**src/rtl/checker_pkg.sv**
```systemverilog
// Shared types and defaults for the chip checker control sequencer.
// Optional feature macro used by the top: CKCTRL_TIMEOUT_EN.
package checker_pkg;

  typedef enum logic [2:0] {
    IDLE  = 3'd0,
    START = 3'd1,
    WAIT  = 3'd2,
    LOAD  = 3'd3,
    SHOW  = 3'd4
  } state_t;

  localparam int SEL_W_DEF         = 5;
  localparam int MAX_SEL_DEF       = 9;
  localparam int TICK_DIV_DEF      = 500000;
  localparam int DEB_TICKS_DEF     = 4;
  localparam int TIMEOUT_STEPS_DEF = 1024;

  function automatic bit sel_valid(
    input int unsigned sel,
    input int unsigned max_sel
  );
    return (sel >= 1) && (sel <= max_sel);
  endfunction

endpackage

```
**src/rtl/checker_ctrl_fsm_if.sv**
```systemverilog
// Tester-side handshake and status bundle of the checker sequencer.
// master = sequencer, slave = testers / display mux.
interface checker_ctrl_fsm_if #(
  parameter int SEL_W = checker_pkg::SEL_W_DEF
);
  logic             Check_Done;
  logic             Rslt_In;
  logic             LD_SW;
  logic             Start_Check;
  logic             LD_RSLT;
  logic             DISP_RSLT;
  logic [SEL_W-1:0] Sel_Q;
  logic             Result;
  logic             Invalid;
  logic             Timeout;

  modport master (
    input  Check_Done, Rslt_In,
    output LD_SW, Start_Check, LD_RSLT, DISP_RSLT,
    output Sel_Q, Result, Invalid, Timeout
  );

  modport slave (
    output Check_Done, Rslt_In,
    input  LD_SW, Start_Check, LD_RSLT, DISP_RSLT,
    input  Sel_Q, Result, Invalid, Timeout
  );
endinterface

```
**src/rtl/checker_ctrl_fsm_debouncer.sv**
```systemverilog
// Run key synchronizer + Tick-sampled debouncer.
// run_press pulses one Clk on the accepted high->low edge.
module run_debouncer #(
  parameter int DEB_TICKS = checker_pkg::DEB_TICKS_DEF
) (
  input  logic Clk,
  input  logic Reset,
  input  logic Run,
  input  logic Tick,
  output logic run_press
);
  localparam int CW = (DEB_TICKS > 1) ? $clog2(DEB_TICKS) : 1;
  localparam logic [CW-1:0] CMAX = CW'(DEB_TICKS - 1);

  logic [1:0]    sync_q;
  logic [CW-1:0] cnt_q;
  logic          stable_q;
  logic          stable_d1;

  always_ff @(posedge Clk or negedge Reset) begin
    if (!Reset) begin
      sync_q    <= 2'b11;
      cnt_q     <= '0;
      stable_q  <= 1'b1;
      stable_d1 <= 1'b1;
    end else begin
      sync_q    <= {sync_q[0], Run};
      stable_d1 <= stable_q;
      if (Tick) begin
        if (sync_q[1] == stable_q) begin
          cnt_q <= '0;
        end else if (cnt_q == CMAX) begin
          // enough consecutive samples at the new level
          stable_q <= sync_q[1];
          cnt_q    <= '0;
        end else begin
          cnt_q <= cnt_q + 1'b1;
        end
      end
    end
  end

  assign run_press = stable_d1 & ~stable_q;

endmodule

```
**src/rtl/checker_ctrl_fsm.sv**
```systemverilog
// Chip checker sequencer: slow clock divider, Run handling, test FSM.
// Define CKCTRL_TIMEOUT_EN to bound the wait for Check_Done.
module checker_ctrl_fsm
  import checker_pkg::*;
#(
  parameter int TICK_DIV      = TICK_DIV_DEF,
  parameter int SEL_W         = SEL_W_DEF,
  parameter int MAX_SEL       = MAX_SEL_DEF,
  parameter int DEB_TICKS     = DEB_TICKS_DEF,
  parameter int TIMEOUT_STEPS = TIMEOUT_STEPS_DEF
) (
  input  logic             Clk,
  input  logic             Reset,
  input  logic             Run,
  input  logic [SEL_W-1:0] Sel_In,
  output logic             Slow_Clk,
  output logic [2:0]       State_O,
  checker_ctrl_fsm_if.master chk
);
  localparam int DW = (TICK_DIV > 1) ? $clog2(TICK_DIV) : 1;
  localparam logic [DW-1:0] DMAX = DW'(TICK_DIV - 1);

  if (TICK_DIV < 2 || DEB_TICKS < 1 ||
      TIMEOUT_STEPS < 1 || MAX_SEL < 1) begin : g_bad_cfg
    $error("checker_ctrl_fsm: bad parameters");
  end

  logic [DW-1:0] div_q;
  logic          slow_q;
  logic          tick;
  logic          step;
  logic          run_press;
  logic          pend_q;
  logic          req;

  assign tick = (div_q == DMAX);
  assign step = tick & slow_q;

  always_ff @(posedge Clk or negedge Reset) begin
    if (!Reset) begin
      div_q  <= '0;
      slow_q <= 1'b0;
    end else begin
      div_q  <= tick ? '0 : div_q + 1'b1;
      slow_q <= slow_q ^ tick;
    end
  end

  run_debouncer #(
    .DEB_TICKS(DEB_TICKS)
  ) u_deb (
    .Clk      (Clk),
    .Reset    (Reset),
    .Run      (Run),
    .Tick     (tick),
    .run_press(run_press)
  );

  // a press waits for the next step; every step consumes it
  always_ff @(posedge Clk or negedge Reset) begin
    if (!Reset) pend_q <= 1'b0;
    else        pend_q <= step ? 1'b0 : (pend_q | run_press);
  end

  assign req = pend_q | run_press;

  state_t           state_q, state_d;
  logic [SEL_W-1:0] sel_q, sel_d;
  logic             res_q, res_d;
  logic             inv_q, inv_d;
  logic             sel_ok;

  assign sel_ok = sel_valid(32'(Sel_In), MAX_SEL);

`ifdef CKCTRL_TIMEOUT_EN
  localparam int TW = (TIMEOUT_STEPS > 1) ? $clog2(TIMEOUT_STEPS) : 1;
  localparam logic [TW-1:0] TLAST = TW'(TIMEOUT_STEPS - 1);

  logic [TW-1:0] wcnt_q;
  logic          tmo_q, tmo_d;

  always_ff @(posedge Clk or negedge Reset) begin
    if (!Reset) begin
      wcnt_q <= '0;
      tmo_q  <= 1'b0;
    end else if (step) begin
      tmo_q <= tmo_d;
      if (state_q == START)     wcnt_q <= '0;
      else if (state_q == WAIT) wcnt_q <= wcnt_q + 1'b1;
    end
  end

  assign chk.Timeout = tmo_q;
`else
  assign chk.Timeout = 1'b0;
`endif

  always_comb begin
    state_d = state_q;
    sel_d   = sel_q;
    res_d   = res_q;
    inv_d   = inv_q;
`ifdef CKCTRL_TIMEOUT_EN
    tmo_d   = tmo_q;
`endif
    unique case (state_q)
      IDLE: if (req) begin
        sel_d = Sel_In;
        if (sel_ok) begin
          inv_d   = 1'b0;
          state_d = START;
        end else begin
          inv_d   = 1'b1;
          res_d   = 1'b0;
          state_d = SHOW;
        end
      end
      START: state_d = WAIT;
      WAIT: begin
        if (chk.Check_Done) begin
          res_d   = chk.Rslt_In;
          state_d = LOAD;
        end
`ifdef CKCTRL_TIMEOUT_EN
        else if (wcnt_q == TLAST) begin
          res_d   = 1'b0;
          tmo_d   = 1'b1;
          state_d = SHOW;
        end
`endif
      end
      LOAD: state_d = SHOW;
      SHOW: if (req) begin
        res_d   = 1'b0;
        inv_d   = 1'b0;
`ifdef CKCTRL_TIMEOUT_EN
        tmo_d   = 1'b0;
`endif
        state_d = IDLE;
      end
      default: state_d = IDLE;
    endcase
  end

  always_ff @(posedge Clk or negedge Reset) begin
    if (!Reset) begin
      state_q <= IDLE;
      sel_q   <= '0;
      res_q   <= 1'b0;
      inv_q   <= 1'b0;
    end else if (step) begin
      state_q <= state_d;
      sel_q   <= sel_d;
      res_q   <= res_d;
      inv_q   <= inv_d;
    end
  end

  assign Slow_Clk        = slow_q;
  assign State_O         = state_q;
  assign chk.LD_SW       = (state_q == IDLE);
  assign chk.Start_Check = (state_q == START);
  assign chk.LD_RSLT     = (state_q == LOAD);
  assign chk.DISP_RSLT   = (state_q == SHOW);
  assign chk.Sel_Q       = sel_q;
  assign chk.Result      = res_q;
  assign chk.Invalid     = inv_q;

endmodule

```
**src/flat_wrapper.sv**
```systemverilog
// flat-port wrapper written by rule: the top's interface ports become plain ports
module checker_ctrl_fsm_flat import checker_pkg::*;
#(
  parameter int TICK_DIV      = TICK_DIV_DEF,
  parameter int SEL_W         = SEL_W_DEF,
  parameter int MAX_SEL       = MAX_SEL_DEF,
  parameter int DEB_TICKS     = DEB_TICKS_DEF,
  parameter int TIMEOUT_STEPS = TIMEOUT_STEPS_DEF
)
  (Clk, Reset, Run, Sel_In, Slow_Clk, State_O, chk_Check_Done, chk_Rslt_In, chk_LD_SW, chk_Start_Check, chk_LD_RSLT, chk_DISP_RSLT, chk_Sel_Q, chk_Result, chk_Invalid, chk_Timeout);
  checker_ctrl_fsm_if #(.SEL_W(SEL_W)) chk_i ();
  input  logic Clk;
  input  logic Reset;
  input  logic Run;
  input  logic [SEL_W-1:0] Sel_In;
  output logic Slow_Clk;
  output logic [2:0] State_O;
  input wire logic [$bits(chk_i.Check_Done)-1:0] chk_Check_Done;
  input wire logic [$bits(chk_i.Rslt_In)-1:0] chk_Rslt_In;
  output wire logic [$bits(chk_i.LD_SW)-1:0] chk_LD_SW;
  output wire logic [$bits(chk_i.Start_Check)-1:0] chk_Start_Check;
  output wire logic [$bits(chk_i.LD_RSLT)-1:0] chk_LD_RSLT;
  output wire logic [$bits(chk_i.DISP_RSLT)-1:0] chk_DISP_RSLT;
  output wire logic [$bits(chk_i.Sel_Q)-1:0] chk_Sel_Q;
  output wire logic [$bits(chk_i.Result)-1:0] chk_Result;
  output wire logic [$bits(chk_i.Invalid)-1:0] chk_Invalid;
  output wire logic [$bits(chk_i.Timeout)-1:0] chk_Timeout;
  assign chk_i.Check_Done = chk_Check_Done;
  assign chk_i.Rslt_In = chk_Rslt_In;
  assign chk_LD_SW = chk_i.LD_SW;
  assign chk_Start_Check = chk_i.Start_Check;
  assign chk_LD_RSLT = chk_i.LD_RSLT;
  assign chk_DISP_RSLT = chk_i.DISP_RSLT;
  assign chk_Sel_Q = chk_i.Sel_Q;
  assign chk_Result = chk_i.Result;
  assign chk_Invalid = chk_i.Invalid;
  assign chk_Timeout = chk_i.Timeout;
  checker_ctrl_fsm #(.TICK_DIV(TICK_DIV), .SEL_W(SEL_W), .MAX_SEL(MAX_SEL), .DEB_TICKS(DEB_TICKS), .TIMEOUT_STEPS(TIMEOUT_STEPS)) u_core (.Clk(Clk), .Reset(Reset), .Run(Run), .Sel_In(Sel_In), .Slow_Clk(Slow_Clk), .State_O(State_O), .chk(chk_i));
endmodule
```
**config.mk**
```make
export PLATFORM = sky130hd
export DESIGN_NAME = checker_ctrl_fsm_flat
export DESIGN_NICKNAME = d
export VERILOG_FILES = /design/src/rtl/checker_pkg.sv /design/src/rtl/checker_ctrl_fsm_if.sv /design/src/rtl/checker_ctrl_fsm_debouncer.sv /design/src/rtl/checker_ctrl_fsm.sv /design/src/flat_wrapper.sv
export SDC_FILE = /design/constraint.sdc
export NUM_CORES = 1
export LEC_CHECK = 0
export ABC_AREA = 1
export CORE_MARGIN = 8
export CORE_UTILIZATION = 55
export CTS_CLUSTER_SIZE = 16
export DETAILED_ROUTE_END_ITERATION = 8
export DONT_BUFFER_PORTS = 1
export PLACE_DENSITY = 0.7
export SYNTH_ARGS = -nofsm -noshare
export SYNTH_HDL_FRONTEND = slang
export SYNTH_SLANG_ARGS = --single-unit
export TNS_END_PERCENT = 20
```
**constraint.sdc**
```tcl
create_clock -name Clk -period 4 [get_ports Clk]
set_clock_uncertainty 0.2 [all_clocks]
set_input_delay 0.6 -clock Clk [delete_from_list [all_inputs] [get_ports Clk]]
set_output_delay 0.6 -clock Clk [all_outputs]
set_load 0.1 [all_outputs]
```
==> impl_metrics.yaml <==
route:
  avgViaCountPerCell: 5.05
  dr.first_iter.drc_count: 126
  remaining_drc_errors: 0
  wl_per_cell_um: 12.3
  routed_wl_um: 4030
  ant_nets: 0
  drtPass1Iterations: 4
  vias: 1650
global_routing:
  grt_pass1_vias: 1547
  top_usage_layer: "met2"
  antenna_found_initial: 0
  grt_first_pass_wirelength_um: 7090
  grtUsageTotal_pct: 14.8
  met3_usage_pct: 4.48
  globalRouteOverflowTotal: 0
  grtUsageMet1_pct: 19.0
  grt_max_degree: 38
  use_met2_pct: 22.6
worst_setup_path:
  cp.arrival_ns: 1.75
  cp.buffers_inverters: 3
  worst_path_most_repeated_cell: "buf_4"
  critical_path_class: "reg2out"
  cpMaxStageDelayCell: "dfrtp_1"
  critPathMaxStageDelay_ns: 0.38
  critPathTopFamily: "buffers and inverters"
  cp-start-kind: "register"
  cp_max_fo: 7
  cp-end-kind: "output port"
  rrSetupSlack_ns: 1.71
  crit_chain: "buf_4 -> inv_1 -> nand2_1 -> nor2_2 -> buf_4"
  worstPathRequired_ns: 3.20
sta:
  fin_crit_sh_pct: 63.6
  slew_headroom_pct: 38.7
  rsz0062_at_grt: "no"
  fin_ws_ns: 1.45
  final-max-slew-violation-count: 0
  tightest_slew_ns: 0.919
  clock.fmax_mhz: 393
  setup_tns_ns: 0
  fin_crit_ns: 2.55
  finalSetupViolations: 0
  hold_viol: 0
cts:
  path_clk_slew_ns: 0.11
  cts_tree: "built"
  cts_resized: 0
  clock-sinks: 37
  htreeDepth: 2
  numCtsBuffers: 5
  cts_buffer_depth: 2
  cts-root-buf: "clkbuf_4"
  clkLatencyLatePin_ns: 0.35
synth:
  post_synth.cell_area_avg_sq_um: 7.56
  synthCells: 262
  synth.distinct_cells: 24
  ys_ff_latch: 37
  synth_fp_nets: 275
  syn-cell-area_sq_um: 1980
  yosys_warnings: 0
  ys_seq_area_share_pct: 47.0
place:
  placedCellCount: 317
  gp_congestion: 0.894
  io_buffers: 0
  postPlaceCellArea_sq_um: 2100
  dp_hpwl_um: 3050
  dp_slack_ns: 1.70
power_and_ir_drop:
  finalPower_mw: 0.670
  internal_power_mw: 0.529
  leakagePower_nw: 1.07
  p_sw_mw: 0.142
  vdd_ir_drop_max_v: 0.000214
  p_clk_share_pct: 41.1
  pwr-share-seq_pct: 56.1
  p_sw_share_pct: 21.1
  p_per_area_nw_per_um2: 301
  pwr-share-comb_pct: 2.7
run_status:
  status: "completed"
cells_and_area:
  multiInputGateArea_sq_um: 902
  fin_nets: 291
  finalInstanceArea_sq_um: 2220
  area.sequential_sq_um: 931
  instances_no_fill: 327
  n_fill_cell: 320
  drive_gt1_share_pct: 14.3
  antenna_cells: 0
  area_growth_syn_to_layout_pct: 12.2
run:
  cap_violations: 0
floorplan:
  ios: 26
  dieWidth_um: 76.0
  die-area_sq_um: 5780
  coreArea_sq_um: 3550
  die_h_um: 76.0
  num_rows: 22
  initial_core_util_pct: 55.8
min_path:
  worstHoldPathType: "in2reg"
-- cell type report --
class                      instances  area share, %
clock buffer                       6           2.31
clock inverter                     2           1.69
inverter                          39           6.81
multi-input combinational        185           40.6
sequential                        37           41.9
tap                               48           2.70
timing repair buffer              10           4.05
-- registers in the layout (all words and copies together) (netlist names), 2 cells and up --
| name | cells |
|---|---|
| u_core.div_q | 19 |
| u_core.State_O | 3 |
| u_core.u_deb.cnt_q | 2 |
| u_core.u_deb.sync_q | 2 |
| u_core.chk.Sel_Q | 5 |
-- power by group through the flow --
| stage | clock network (mW) | registers [mW] | logic, mW |
|---|---|---|---|
| 6_report | 0.276 | 0.376 | 0.0183 |
| 5_1_grt | 0.295 | 0.377 | 0.0210 |
| 4_1_cts | 0.283 | 0.376 | 0.0190 |
| 3_5_place_dp | 0 | 0.384 | 0.00830 |
| 3_3_place_gp | 0 | 0.384 | 0.00835 |
| 2_1_floorplan | 0 | 0.383 | 0.00851 |
-- worst paths after layout --
path | from | endpoint | cells past startpoint
setup / recovery | u_core.State_O[2]$_DFFE_PN0P_ | chk_LD_RSLT | 5
hold / removal | Run | u_core.u_deb.sync_q[0]$_DFF_PN1_ | 0
setup reg to reg | u_core.div_q[0]$_DFF_PN0_ | u_core.chk.Sel_Q[0]$_DFFE_PN0P_ | 11
hold reg to reg | u_core.u_deb.sync_q[0]$_DFF_PN1_ | u_core.u_deb.sync_q[1]$_DFF_PN1_ | 0
max in group asynchronous | Reset | u_core.u_deb.stable_d1$_DFF_PN1_ | 2
min in group asynchronous | Reset | u_core.div_q[7]$_DFF_PN0_ | 2
-- through the flow --
| step | utilization [%] | hold WS, ns |
|---|---|---|
| 2_1_floorplan | - | 0.104 |
| 3_3_place_gp | 59.3 | 0.106 |
| 3_5_place_dp | 59.3 | 0.105 |
| 4_1_cts | 62.6 | 0.0257 |
| 5_1_grt | 62.6 | 0.0104 |
| 6_report | 62.6 | 0.0433 |
-- layer usage --
layer,vias up,part of all wire (%)
met2,46,46
li1,846,-
met5,-,0
met3,6,7.8
met1,752,45
met4,0,1.5
-- worst reg2reg max path, cell delays in order, from the launching register on --
cell and delay, ns:
dfrtp_1 0.38, ha_1 0.30, nand2_2 0.13, nor2_1 0.17
nand2_1 0.07, nor2_1 0.09, ha_1 0.20, nand2_1 0.09
nor2_2 0.19, nand2_1 0.17, nand2_1 0.09, o21ai_0 0.10
-- cell families after synthesis --
logic type | share of synthesized area, %
AOI/OAI and AO/OA | 3.91
DFF | 47.0
and+or+nand+nor | 34.2
other | 0.189
xor gates and xnor gates | 4.86
adders and majority gates | 1.89
buffers and inverters | 8.02
-- synth_stat cells, drive strengths merged --
master / instances / share of area [%]
inv: 38 / 7.2
nand4: 6 / 1.9
or2: 1 / 0.32
a21oi: 1 / 0.25
ha: 3 / 1.9
clkinv: 1 / 0.44
conb: 1 / 0.19
nor3: 5 / 1.3
dfrtp: 33 / 42
xor2: 10 / 4.4
xnor2: 1 / 0.44
a21boi: 1 / 0.38
o21ai: 13 / 3.3
nor2: 54 / 12
nand3: 21 / 5.8
buf: 1 / 0.38
dfstp: 4 / 5.3
nand2: 68 / 13
-- repair_timing --
item                                   in CTS  in global routing
hold buffers                                2                  0
buffers inserted                            0                  0
endpoints found under the hold margin      37                  0
-- placed cells by master (no fill, tap or decap), types with 2 or more instances in the layout --
cell type and n:
nand2_1 65, nor2_1 43, inv_1 37, dfrtp_1 33
nand3_1 19, o21ai_0 11, xor2_1 10, nor2_2 9
buf_4 8, nand4_1 6, nor3_1 5, clkbuf_4 5
dfstp_2 4, nand2_2 3, ha_1 3, o21ai_1 2
nand3_2 2, nor2_4 2
(Power assumes the default switching activity.)
